$ cat config.mk
export PLATFORM = sky130hd
export DESIGN_NAME = seq_alu_core
export DESIGN_NICKNAME = d
export VERILOG_FILES = /design/src/rtl/alu_pkg.sv /design/src/rtl/seq_muldiv.sv /design/src/rtl/seq_alu_core.sv
export SDC_FILE = /design/constraint.sdc
export NUM_CORES = 1
export LEC_CHECK = 0
export CELL_PAD_IN_SITES_DETAIL_PLACEMENT = 0
export CELL_PAD_IN_SITES_GLOBAL_PLACEMENT = 1
export CORE_MARGIN = 1
export CORE_UTILIZATION = 44
export DETAILED_ROUTE_END_ITERATION = 16
export PLACE_DENSITY = 0.93
export SLEW_MARGIN = 0
export SYNTH_ARGS = -nofsm -noshare
export SYNTH_HDL_FRONTEND = slang
export SYNTH_SLANG_ARGS = --single-unit
$ cat constraint.sdc
create_clock -name clk -period 3.2 [get_ports clk]
set_input_delay 0.96 -clock clk [delete_from_list [all_inputs] [get_ports clk]]
set_output_delay 0.96 -clock clk [all_outputs]
set_load 0.01 [all_outputs]
$ cat src/rtl/alu_pkg.sv
// rtl/alu_pkg.sv - opcode and FSM state definitions shared by seq_alu_core and seq_muldiv
// Purpose: opcode encodings, controller state type and opcode class helper.
// Ports: none (package).
package alu_pkg;

   localparam logic [3:0] OP_ADD  = 4'h0;
   localparam logic [3:0] OP_SUB  = 4'h1;
   localparam logic [3:0] OP_AND  = 4'h2;
   localparam logic [3:0] OP_OR   = 4'h3;
   localparam logic [3:0] OP_XOR  = 4'h4;
   localparam logic [3:0] OP_SLL  = 4'h5;
   localparam logic [3:0] OP_SRL  = 4'h6;
   localparam logic [3:0] OP_SRA  = 4'h7;
   localparam logic [3:0] OP_SLT  = 4'h8;
   localparam logic [3:0] OP_MUL  = 4'h9;
   localparam logic [3:0] OP_MULU = 4'hA;
   localparam logic [3:0] OP_DIV  = 4'hB;
   localparam logic [3:0] OP_DIVU = 4'hC;

   typedef enum logic [1:0] {
      ST_IDLE = 2'd0,
      ST_ITER = 2'd1,
      ST_DONE = 2'd2
   } state_t;

   function automatic logic is_muldiv(input logic [3:0] op);
      return (op >= OP_MUL) && (op <= OP_DIVU);
   endfunction

endpackage

$ cat src/rtl/seq_muldiv.sv
// rtl/seq_muldiv.sv - iterative unsigned multiply / restoring divide engine, one bit per step
// Purpose: operates on W-bit magnitudes; sign handling is done by the caller.
// Ports:
//   clk, rst     clock, synchronous active-high reset
//   load         capture ma/mb/is_div and clear the step counter
//   step         advance one iteration
//   is_div       1 = divide (ma / mb), 0 = multiply (ma * mb)
//   ma, mb       magnitude operands
//   last         counter has reached W-1 (current step is the final one)
//   hi, lo       multiply: {hi,lo} = product; divide: hi = remainder, lo = quotient
module seq_muldiv #(
   parameter int W = 6
) (
   input  logic         clk,
   input  logic         rst,
   input  logic         load,
   input  logic         step,
   input  logic         is_div,
   input  logic [W-1:0] ma,
   input  logic [W-1:0] mb,
   output logic         last,
   output logic [W-1:0] hi,
   output logic [W-1:0] lo
);
   import alu_pkg::*;

   localparam int CW = $clog2(W + 1);

   logic [CW-1:0] r_cnt;
   logic [W-1:0]  r_hi;
   logic [W-1:0]  r_lo;
   logic [W-1:0]  r_opnd;
   logic          r_div;

   logic [W:0]    w_add;
   logic [W:0]    w_trial;
   logic [W:0]    w_diff;
   logic          w_ge;

   // Multiply: r_lo holds the remaining multiplier bits (LSB first), r_hi the
   // running upper partial product. Divide: {r_hi, r_lo} shifts the dividend
   // left into the remainder while quotient bits enter r_lo from the right.
   always_comb begin
      w_add   = {1'b0, r_hi} + (r_lo[0] ? {1'b0, r_opnd} : '0);
      w_trial = {r_hi, r_lo[W-1]};
      w_ge    = (w_trial >= {1'b0, r_opnd});
      w_diff  = w_trial - {1'b0, r_opnd};
   end

   always_ff @(posedge clk) begin
      if (rst) begin
         r_cnt  <= '0;
         r_hi   <= '0;
         r_lo   <= '0;
         r_opnd <= '0;
         r_div  <= 1'b0;
      end else if (load) begin
         r_cnt  <= '0;
         r_hi   <= '0;
         r_lo   <= is_div ? ma : mb;
         r_opnd <= is_div ? mb : ma;
         r_div  <= is_div;
      end else if (step) begin
         r_cnt <= r_cnt + 1'b1;
         if (r_div) begin
            r_hi <= w_ge ? w_diff[W-1:0] : w_trial[W-1:0];
            r_lo <= {r_lo[W-2:0], w_ge};
         end else begin
            {r_hi, r_lo} <= {w_add, r_lo[W-1:1]};
         end
      end
   end

   assign last = (r_cnt == CW'(W - 1));
   assign hi   = r_hi;
   assign lo   = r_lo;

endmodule

$ cat src/rtl/seq_alu_core.sv
// rtl/seq_alu_core.sv - multi-cycle ALU core with start/done handshake and status flags
// Purpose: single-cycle ALU ops plus iterative signed/unsigned multiply and divide.
// Ports:
//   clk, rst       clock, synchronous active-high reset
//   a, b, ctrl     operands and opcode, captured when start is accepted in IDLE
//   start          request (ignored while busy or while done is high)
//   busy           operation in flight
//   done           one-cycle pulse; result/flags valid from this cycle on
//   result         2*W-bit result, held until the next accepted start
//   zero, neg, ovf, cout, dz, illegal   status flags, updated together with done
module seq_alu_core #(
   parameter int W  = 6,
   parameter int SW = $clog2(W + 1)
) (
   input  logic           clk,
   input  logic           rst,
   input  logic [W-1:0]   a,
   input  logic [W-1:0]   b,
   input  logic [3:0]     ctrl,
   input  logic           start,
   output logic           busy,
   output logic           done,
   output logic [2*W-1:0] result,
   output logic           zero,
   output logic           neg,
   output logic           ovf,
   output logic           cout,
   output logic           dz,
   output logic           illegal
);
   import alu_pkg::*;

   state_t         r_state;
   state_t         w_next;
   logic [3:0]     r_op;
   logic [W-1:0]   r_a;
   logic [W-1:0]   r_b;
   logic           r_done;
   logic [2*W-1:0] r_result;
   logic           r_zero, r_neg, r_ovf, r_cout, r_dz, r_illegal;

   logic           w_accept;
   logic           w_signed_ld;
   logic [W-1:0]   w_ma, w_mb, w_hi, w_lo;
   logic           w_last;

   logic [W:0]     w_sum;
   logic [W-1:0]   w_alu;
   logic [SW-1:0]  w_amt;
   logic           w_big;
   logic [2*W-1:0] w_prod;
   logic [2*W-1:0] w_res;
   logic [W-1:0]   w_quot, w_rem;
   logic           w_ovf, w_cout, w_dz, w_ill;

   // The engine always works on magnitudes; signed ops strip the sign here
   // and restore it in the DONE-state result logic.
   assign w_signed_ld = (ctrl == OP_MUL) || (ctrl == OP_DIV);
   assign w_ma = (w_signed_ld && a[W-1]) ? -a : a;
   assign w_mb = (w_signed_ld && b[W-1]) ? -b : b;

   // Loaded on every accept: a MUL with b == 0 skips ITER and the freshly
   // loaded engine already reads back a zero product.
   seq_muldiv #(.W(W)) u_muldiv (
      .clk    (clk),
      .rst    (rst),
      .load   (w_accept),
      .step   (r_state == ST_ITER),
      .is_div ((ctrl == OP_DIV) || (ctrl == OP_DIVU)),
      .ma     (w_ma),
      .mb     (w_mb),
      .last   (w_last),
      .hi     (w_hi),
      .lo     (w_lo)
   );

   always_ff @(posedge clk) begin
      if (rst) begin
         r_state <= ST_IDLE;
      end else begin
         r_state <= w_next;
      end
   end

   always_comb begin
      w_next   = r_state;
      w_accept = 1'b0;
      case (r_state)
         ST_IDLE: begin
            if (start && !r_done) begin
               w_accept = 1'b1;
               w_next   = (is_muldiv(ctrl) && (b != '0)) ? ST_ITER : ST_DONE;
            end
         end
         ST_ITER: if (w_last) w_next = ST_DONE;
         ST_DONE: w_next = ST_IDLE;
         default: w_next = ST_IDLE;
      endcase
   end

   // Result and flags, meaningful only while r_state == ST_DONE.
   always_comb begin
      w_sum  = '0;
      w_alu  = '0;
      w_ovf  = 1'b0;
      w_cout = 1'b0;
      w_dz   = 1'b0;
      w_ill  = 1'b0;
      w_res  = '0;
      w_amt  = r_b[SW-1:0];
      w_big  = (w_amt >= SW'(W));
      w_prod = {w_hi, w_lo};
      w_quot = w_lo;
      w_rem  = w_hi;
      case (r_op)
         OP_ADD: begin
            w_sum  = {1'b0, r_a} + {1'b0, r_b};
            w_alu  = w_sum[W-1:0];
            w_cout = w_sum[W];
            w_ovf  = (r_a[W-1] == r_b[W-1]) && (w_alu[W-1] != r_a[W-1]);
         end
         OP_SUB: begin
            w_sum  = {1'b0, r_a} + {1'b0, ~r_b} + {{W{1'b0}}, 1'b1};
            w_alu  = w_sum[W-1:0];
            w_cout = w_sum[W];
            w_ovf  = (r_a[W-1] != r_b[W-1]) && (w_alu[W-1] != r_a[W-1]);
         end
         OP_AND:  w_alu = r_a & r_b;
         OP_OR:   w_alu = r_a | r_b;
         OP_XOR:  w_alu = r_a ^ r_b;
         OP_SLL:  w_alu = w_big ? '0 : (r_a << w_amt);
         OP_SRL:  w_alu = w_big ? '0 : (r_a >> w_amt);
         OP_SRA:  w_alu = w_big ? {W{r_a[W-1]}} : W'($signed(r_a) >>> w_amt);
         OP_SLT:  w_alu = {{(W-1){1'b0}}, ($signed(r_a) < $signed(r_b))};
         OP_MUL:  w_res = (r_a[W-1] ^ r_b[W-1]) ? -w_prod : w_prod;
         OP_MULU: w_res = w_prod;
         OP_DIV, OP_DIVU: begin
            if (r_b == '0) begin
               w_dz  = 1'b1;
               w_res = {r_a, {W{1'b1}}};
            end else begin
               // Truncating division: quotient sign from the sign mismatch,
               // remainder sign from the dividend.
               if (r_op == OP_DIV) begin
                  if (r_a[W-1] ^ r_b[W-1]) w_quot = -w_lo;
                  if (r_a[W-1])            w_rem  = -w_hi;
               end
               w_res = {w_rem, w_quot};
            end
         end
         default: w_ill = 1'b1;
      endcase
      if (!is_muldiv(r_op)) begin
         w_res = {{W{w_alu[W-1]}}, w_alu};
      end
   end

   always_ff @(posedge clk) begin
      if (rst) begin
         r_op      <= '0;
         r_a       <= '0;
         r_b       <= '0;
         r_done    <= 1'b0;
         r_result  <= '0;
         r_zero    <= 1'b0;
         r_neg     <= 1'b0;
         r_ovf     <= 1'b0;
         r_cout    <= 1'b0;
         r_dz      <= 1'b0;
         r_illegal <= 1'b0;
      end else begin
         r_done <= (r_state == ST_DONE);
         if (w_accept) begin
            r_op <= ctrl;
            r_a  <= a;
            r_b  <= b;
         end
         if (r_state == ST_DONE) begin
            r_result  <= w_res;
            r_zero    <= (w_res == '0);
            r_neg     <= w_res[2*W-1];
            r_ovf     <= w_ovf;
            r_cout    <= w_cout;
            r_dz      <= w_dz;
            r_illegal <= w_ill;
         end
      end
   end

   assign busy    = (r_state != ST_IDLE);
   assign done    = r_done;
   assign result  = r_result;
   assign zero    = r_zero;
   assign neg     = r_neg;
   assign ovf     = r_ovf;
   assign cout    = r_cout;
   assign dz      = r_dz;
   assign illegal = r_illegal;

endmodule

# == Word-level counts from Yosys, hierarchy flattened ==
# Cells that the tools add are included.
# totals
regBits,59
latchBits,0
ramBits,0
romBits,0
in_bits,19
output_inout_bits,20
elab_cells,122
memories,0
# op_classes
n_addsub,11
mul,0
div,0
magnitude_cmp,7
eq_ne,24
shift,3
mux,33
bitwise_logic,5
n_reduce_logical,22
# op_table
cell,count
$mux 6,17
$pmux 6 s9,1
$mux 12,3
$pmux 12 s3,1
$eq 4x4->1 const B,8
$neg 6->6,4
$add 6x6->7,3
$eq 4x3->1 const B,4
$reduce_or 13->1,1
$logic_not 12->1,1
$neg 12->12,1
$eq 4x2->1 const B,2
$ge 4x4->1 const B,2
$le 4x4->1 const B,2
$logic_and 1x1->1,8
$add 7x1->7 const B,1
$ge 7x6->1,1
$and 6x6->6,1
$logic_not 6->1,1
$lt 6x6->1,1
$mux 2,3
$not 6->6,1
$or 6x6->6,1
$reduce_bool 6->1,1
25 further kinds,36

# == Logic depth before layout (Yosys ltp) ==
# Gate-level depths: netlist (run 1).
# depth
depth_word,7
ltp_mapped,12
depth_no_buf,12

# == Modules after synthesis ==
# A second synthesis (run 1) with hierarchy kept.
# hier_totals
cells_unflattened,749
hier_area_um2,5604.1
# modules_own_cells
mod,n_inst,cells_per_inst,area_each_um2,seq_area_each_um2
seq_alu_core,1,536,3834.9,720.7
seq_muldiv,1,213,1769.2,440.4

# == Least setup slack after synthesis (run 1) ==
# Ideal clock, no wire load.
# synth_path
path_type,reg-to-reg
from,register r_b[2]
to,"register r_result[10], in the netlist result[10]"
setup_ns,0.128
arrival_ns,2.757
t_required_ns,3.072
slack_ns,0.315
stages_incl_launch_ff,13
n_path_buf,2
period_less_slack_ns,2.885
cell_sequence,dfxtp_1 clkbuf_1 inv_1 ha_1 clkbuf_1 nor3_1 o31ai_1 a21o_1 and3_1 o32a_1 nor3_2 o211a_1 nor3_1
# synth_between
elab_chain_len,5
word_cells_on_any_way,16
classes_between,3 x add/sub; 1 x order compare; 3 x shift; 7 x mux; 1 x bitwise; 1 x reduce/logical
# synth_lines
element,line,text
from (decl),seq_alu_core.sv:37,logic [W-1:0] r_b;
from (signal assigned),seq_alu_core.sv:162,r_b <= '0;
from (signal assigned),seq_alu_core.sv:176,r_b <= b;
$not 6->6,seq_alu_core.sv:123,"w_sum = {1'b0, r_a} + {1'b0, ~r_b} + {{W{1'b0}}, 1'b1};"
$add 6x6->7,seq_alu_core.sv:123,
$add 7x1->7,seq_alu_core.sv:123,
$pmux 6 s9,seq_alu_core.sv:115,case (r_op)
$mux 12 *,seq_alu_core.sv:153,if (!is_muldiv(r_op)) begin
to (signal assigned),seq_alu_core.sv:179,r_result <= w_res;
to (decl),seq_alu_core.sv:39,logic [2*W-1:0] r_result;
# Every way passes the cells marked *; elsewhere a longest branch is shown, timed or not.
# A chain may end at the register's enable or synchronous reset.

# == Worst setup path after layout (run 1) ==
# layout_path
from,register r_a[2]
to,"register r_result[10], in the netlist result[10]"
# layout_between
elab_chain_len,4
word_cells_on_any_way,11
classes_between,3 x add/sub; 3 x shift; 5 x mux
# layout_lines
element,line,text
from (decl),seq_alu_core.sv:36,logic [W-1:0] r_a;
from (signal assigned),seq_alu_core.sv:161,r_a <= '0;
from (signal assigned),seq_alu_core.sv:175,r_a <= a;
$add 6x6->7 (tied with other cells),seq_alu_core.sv:123,
$add 7x1->7 (tied with other cells),seq_alu_core.sv:123,
$pmux 6 s9 *,seq_alu_core.sv:115,
$mux 12 *,seq_alu_core.sv:153,
# Marked as above.

==> reports/qor.yml, run 1 <==
fin_crit_ps: 2910
grt_max_degree: 51
ctsHtreeMaxLevel: 3
drive_above_1_share_pct: 9.86
synth-edff-count: 0
finalHoldViolations: 0
drv_cap: 0
worst-path-max-fanout: 9
postCtsHoldBufs: 0
detail_route.first_pass.iterations: 5
peakVddDrop_v: 0.000224
m1WireLength_microns: 7660
fp.coreArea_sq_mm: 0.0121
rsz0062_at_grt: "false"
drt-total-wl_microns: 17000
ys_async_sr_fraction_pct: 0
first_global_vias: 5201
track_usage_pct: 27.2
clk-insertion-delay-late_ps: 340
pre_cts_ws_ps: 338
antennaDiodeCount: 0
num_rows: 40
cts_tree: "done"
wl_met2_microns: 7740
antenna_found_initial: 0
cts_sinks: 58
die_x_microns: 113
portBuffers: 38
cp_data_arrival_time_ps: 3110
setup.worst_path.end_class: "register"
synthToLayoutAreaGrowth_pct: 16.4
synth_seq_area_share_pct: 21.3
clk_pin_slew_ps: 50
holdCritPathClass: "reg2reg"
grt_pass1_wl_microns: 27100
highest_layer: "met4"
gp_congestion: 1.01
initial_core_util_pct: 45.2
yosys_warnings: 0
cts_made_buffers: 9
wire_per_inst_microns: 17.9
first_iter_violations: 537
via_count: 5585
synth_nets: 804
wl_met3_microns: 1230
overflow: 0
viasPerCell: 5.89
setup-violations-final: 0
ant_nets: 0
slew_viol_final: 0
worstMarginPinSlew_ps: 792
worst_ep_required_time_ps: 3410
setup_slack_ps: 292
slew_headroom_pct: 47.1
status: "completed"
ys_types: 80
synth_cells: 744
synth-main-ff-cell: "dfxtp_1"
dieArea_sq_mm: 0.0128
finalCritPeriodShare_pct: 90.9
synth.avg_cell_area_sq_um: 7.32
post-route-drc-count: 0
cts-resized-gates: 0
cts_max_path_buffers: 2
die_y_microns: 113
ioPinCount: 39
cellLeakagePower_nw: 2.43
fillCellCount: 1199
setup.worst_path.class: "reg2reg"
fmax_ghz: 0.344
root_buffer: "clkbuf_16"
synth_seq_cells: 58
cts_setup_buffers: 0
nNetsFinal: 836
setup_tns_ps: 0
fin_worst_skew_ps: 9.53
hpwl_microns: 13100
power.density_mw_per_mm2: 448
worst_setup_path_start_kind: "register"
synthesis.area_sq_mm: 0.00545
worst max-delay path, cell delays in order (launching register included):
cell	delay [ps]
dfxtp_1	500
inv_1	110
ha_1	420
nor3_1	330
o31ai_1	120
a21o_1	200
and3_1	190
o32a_1	390
nor3_2	280
o211a_1	200
nor3_1	40
layer usage:
metal | global-route usage (%) | vias to the layer above
met5 | 0 | -
met4 | 10.3 | 0
met3 | 4.66 | 28
met2 | 44.3 | 232
met1 | 35.8 | 2620
li1 | - | 2705
synthesized netlist by cell type, types with 3 or more instances:
library cell	count	area share, %
a2111oi_0	5	0.80
a211oi_1	28	3.9
a21o_1	5	0.69
a21oi_1	67	6.2
a221oi_1	4	0.64
a22oi_1	3	0.41
a311oi_1	4	0.64
a31oi_1	9	1.0
and2_1	3	0.34
and3_1	7	0.80
buf_1	3	0.21
buf_2	8	0.74
buf_6	6	1.2
clkbuf_1	27	1.9
clkbuf_8	4	1.0
dfxtp_1	58	21
fa_1	4	1.5
ha_1	37	8.5
inv_1	41	2.8
mux2i_1	14	2.6
nand2_1	91	6.3
nand2b_1	9	1.0
nand3_1	9	0.83
nor2_1	90	6.2
nor2b_1	14	1.6
nor3_1	23	2.1
nor3b_1	3	0.41
o2111ai_1	3	0.48
o211a_1	3	0.55
o211ai_1	14	1.9
o21ai_0	39	3.6
o221ai_1	3	0.48
o22ai_1	3	0.34
o31a_1	3	0.48
o31ai_1	4	0.55
o32a_1	3	0.55
or2_2	5	0.57
or3_1	6	0.69
xnor2_1	16	2.6
xor2_1	12	1.9
where the power goes:
group / internal [mW] / leakage [nW] / switching (mW)
clock network: 0.782 / 0.165 / 0.356
registers: 0.772 / 0.474 / 0.0667
logic: 0.357 / 1.80 / 0.509
path summary, 6_finish.rpt:
kind	startpoint	cells after the start	to	slack, ps
worst max-delay path	r_a[2]	10	result[10]	290
worst min-delay path	dz	2	dz	450
worst max register to register	r_a[2]	10	result[10]	290
worst min register to register	dz	2	dz	450
state kept, by name, indices dropped and copies added (netlist names):
register         count
done                 1
u_muldiv.hi          6
u_muldiv.lo          6
r_state              2
r_op                 4
ovf                  1
illegal              1
r_b                  6
r_a                  6
u_muldiv.r_cnt       3
zero                 1
u_muldiv.r_opnd      6
u_muldiv.r_div       1
dz                   1
cout                 1
result              12
final cells by class:
type | instances | area [sq um] | area share, %
tap | 168 | 210 | 3.31
clock buffer | 10 | 239 | 3.77
sequential | 58 | 1160 | 18.3
inverter | 41 | 154 | 2.43
clock inverter | 6 | 114 | 1.80
multi-input combinational | 593 | 3820 | 60.3
timing repair buffer | 73 | 638 | 10.1
cell families after synthesis:
kind of cell	after synthesis	synth area share (%)
multiplexers	17	3.40
AND/OR/NAND/NOR	289	25.8
flip-flops	58	21.3
buffers and inverters	93	8.45
adder cells (fa/ha/maj)	41	9.97
XOR/XNOR	28	4.50
AO/OA/AOI/OAI	218	26.5
cell usage in the layout (no fill, tap or decap), drive strengths merged, types with 9 or more instances in the layout:
| master | netlist | final |
|---|---|---|
| a31oi | 10 | 10 |
| buf | 19 | 36 |
| nand2b | 9 | 9 |
| nand2 | 93 | 93 |
| xor2 | 12 | 12 |
| a21oi | 67 | 67 |
| o21ai | 41 | 41 |
| dfxtp | 58 | 58 |
| nor2 | 93 | 93 |
| clkdlybuf4s50 | 0 | 37 |
| o211ai | 15 | 15 |
| a211oi | 28 | 28 |
| clkbuf | 32 | 10 |
| inv | 41 | 41 |
| nand3 | 9 | 9 |
| nor3 | 24 | 24 |
| mux2i | 14 | 14 |
| xnor2 | 16 | 16 |
| and3 | 9 | 9 |
| ha | 37 | 37 |
| nor2b | 14 | 14 |
through the flow:
step                      std cells  hold WS, ps  power, mW  util (%)  cell area, sq um
after global placement          933          439       1.69      49.6              5990
final                           949          449       2.84      52.6              6340
after global routing            949          469       2.98      52.6              6340
after floorplan                 744          432       1.44         -              5450
after detailed placement        933          447       1.70      49.6              5990
after CTS                       949          453       2.85      52.6              6340
No activity file was read; power rests on OpenSTA's default activity.
==> run 2: changes to the inputs <==
--- a/config.mk
+++ b/config.mk
@@ -10,8 +10,10 @@
 export CORE_MARGIN = 1
 export CORE_UTILIZATION = 44
 export DETAILED_ROUTE_END_ITERATION = 16
+export GPL_ROUTABILITY_DRIVEN = 1
 export PLACE_DENSITY = 0.93
 export SLEW_MARGIN = 0
 export SYNTH_ARGS = -nofsm -noshare
 export SYNTH_HDL_FRONTEND = slang
 export SYNTH_SLANG_ARGS = --single-unit
+export TNS_END_PERCENT = 1
==> results of run 2 <==
No change in the layout: final DEF, timing and power equal those of run 1.
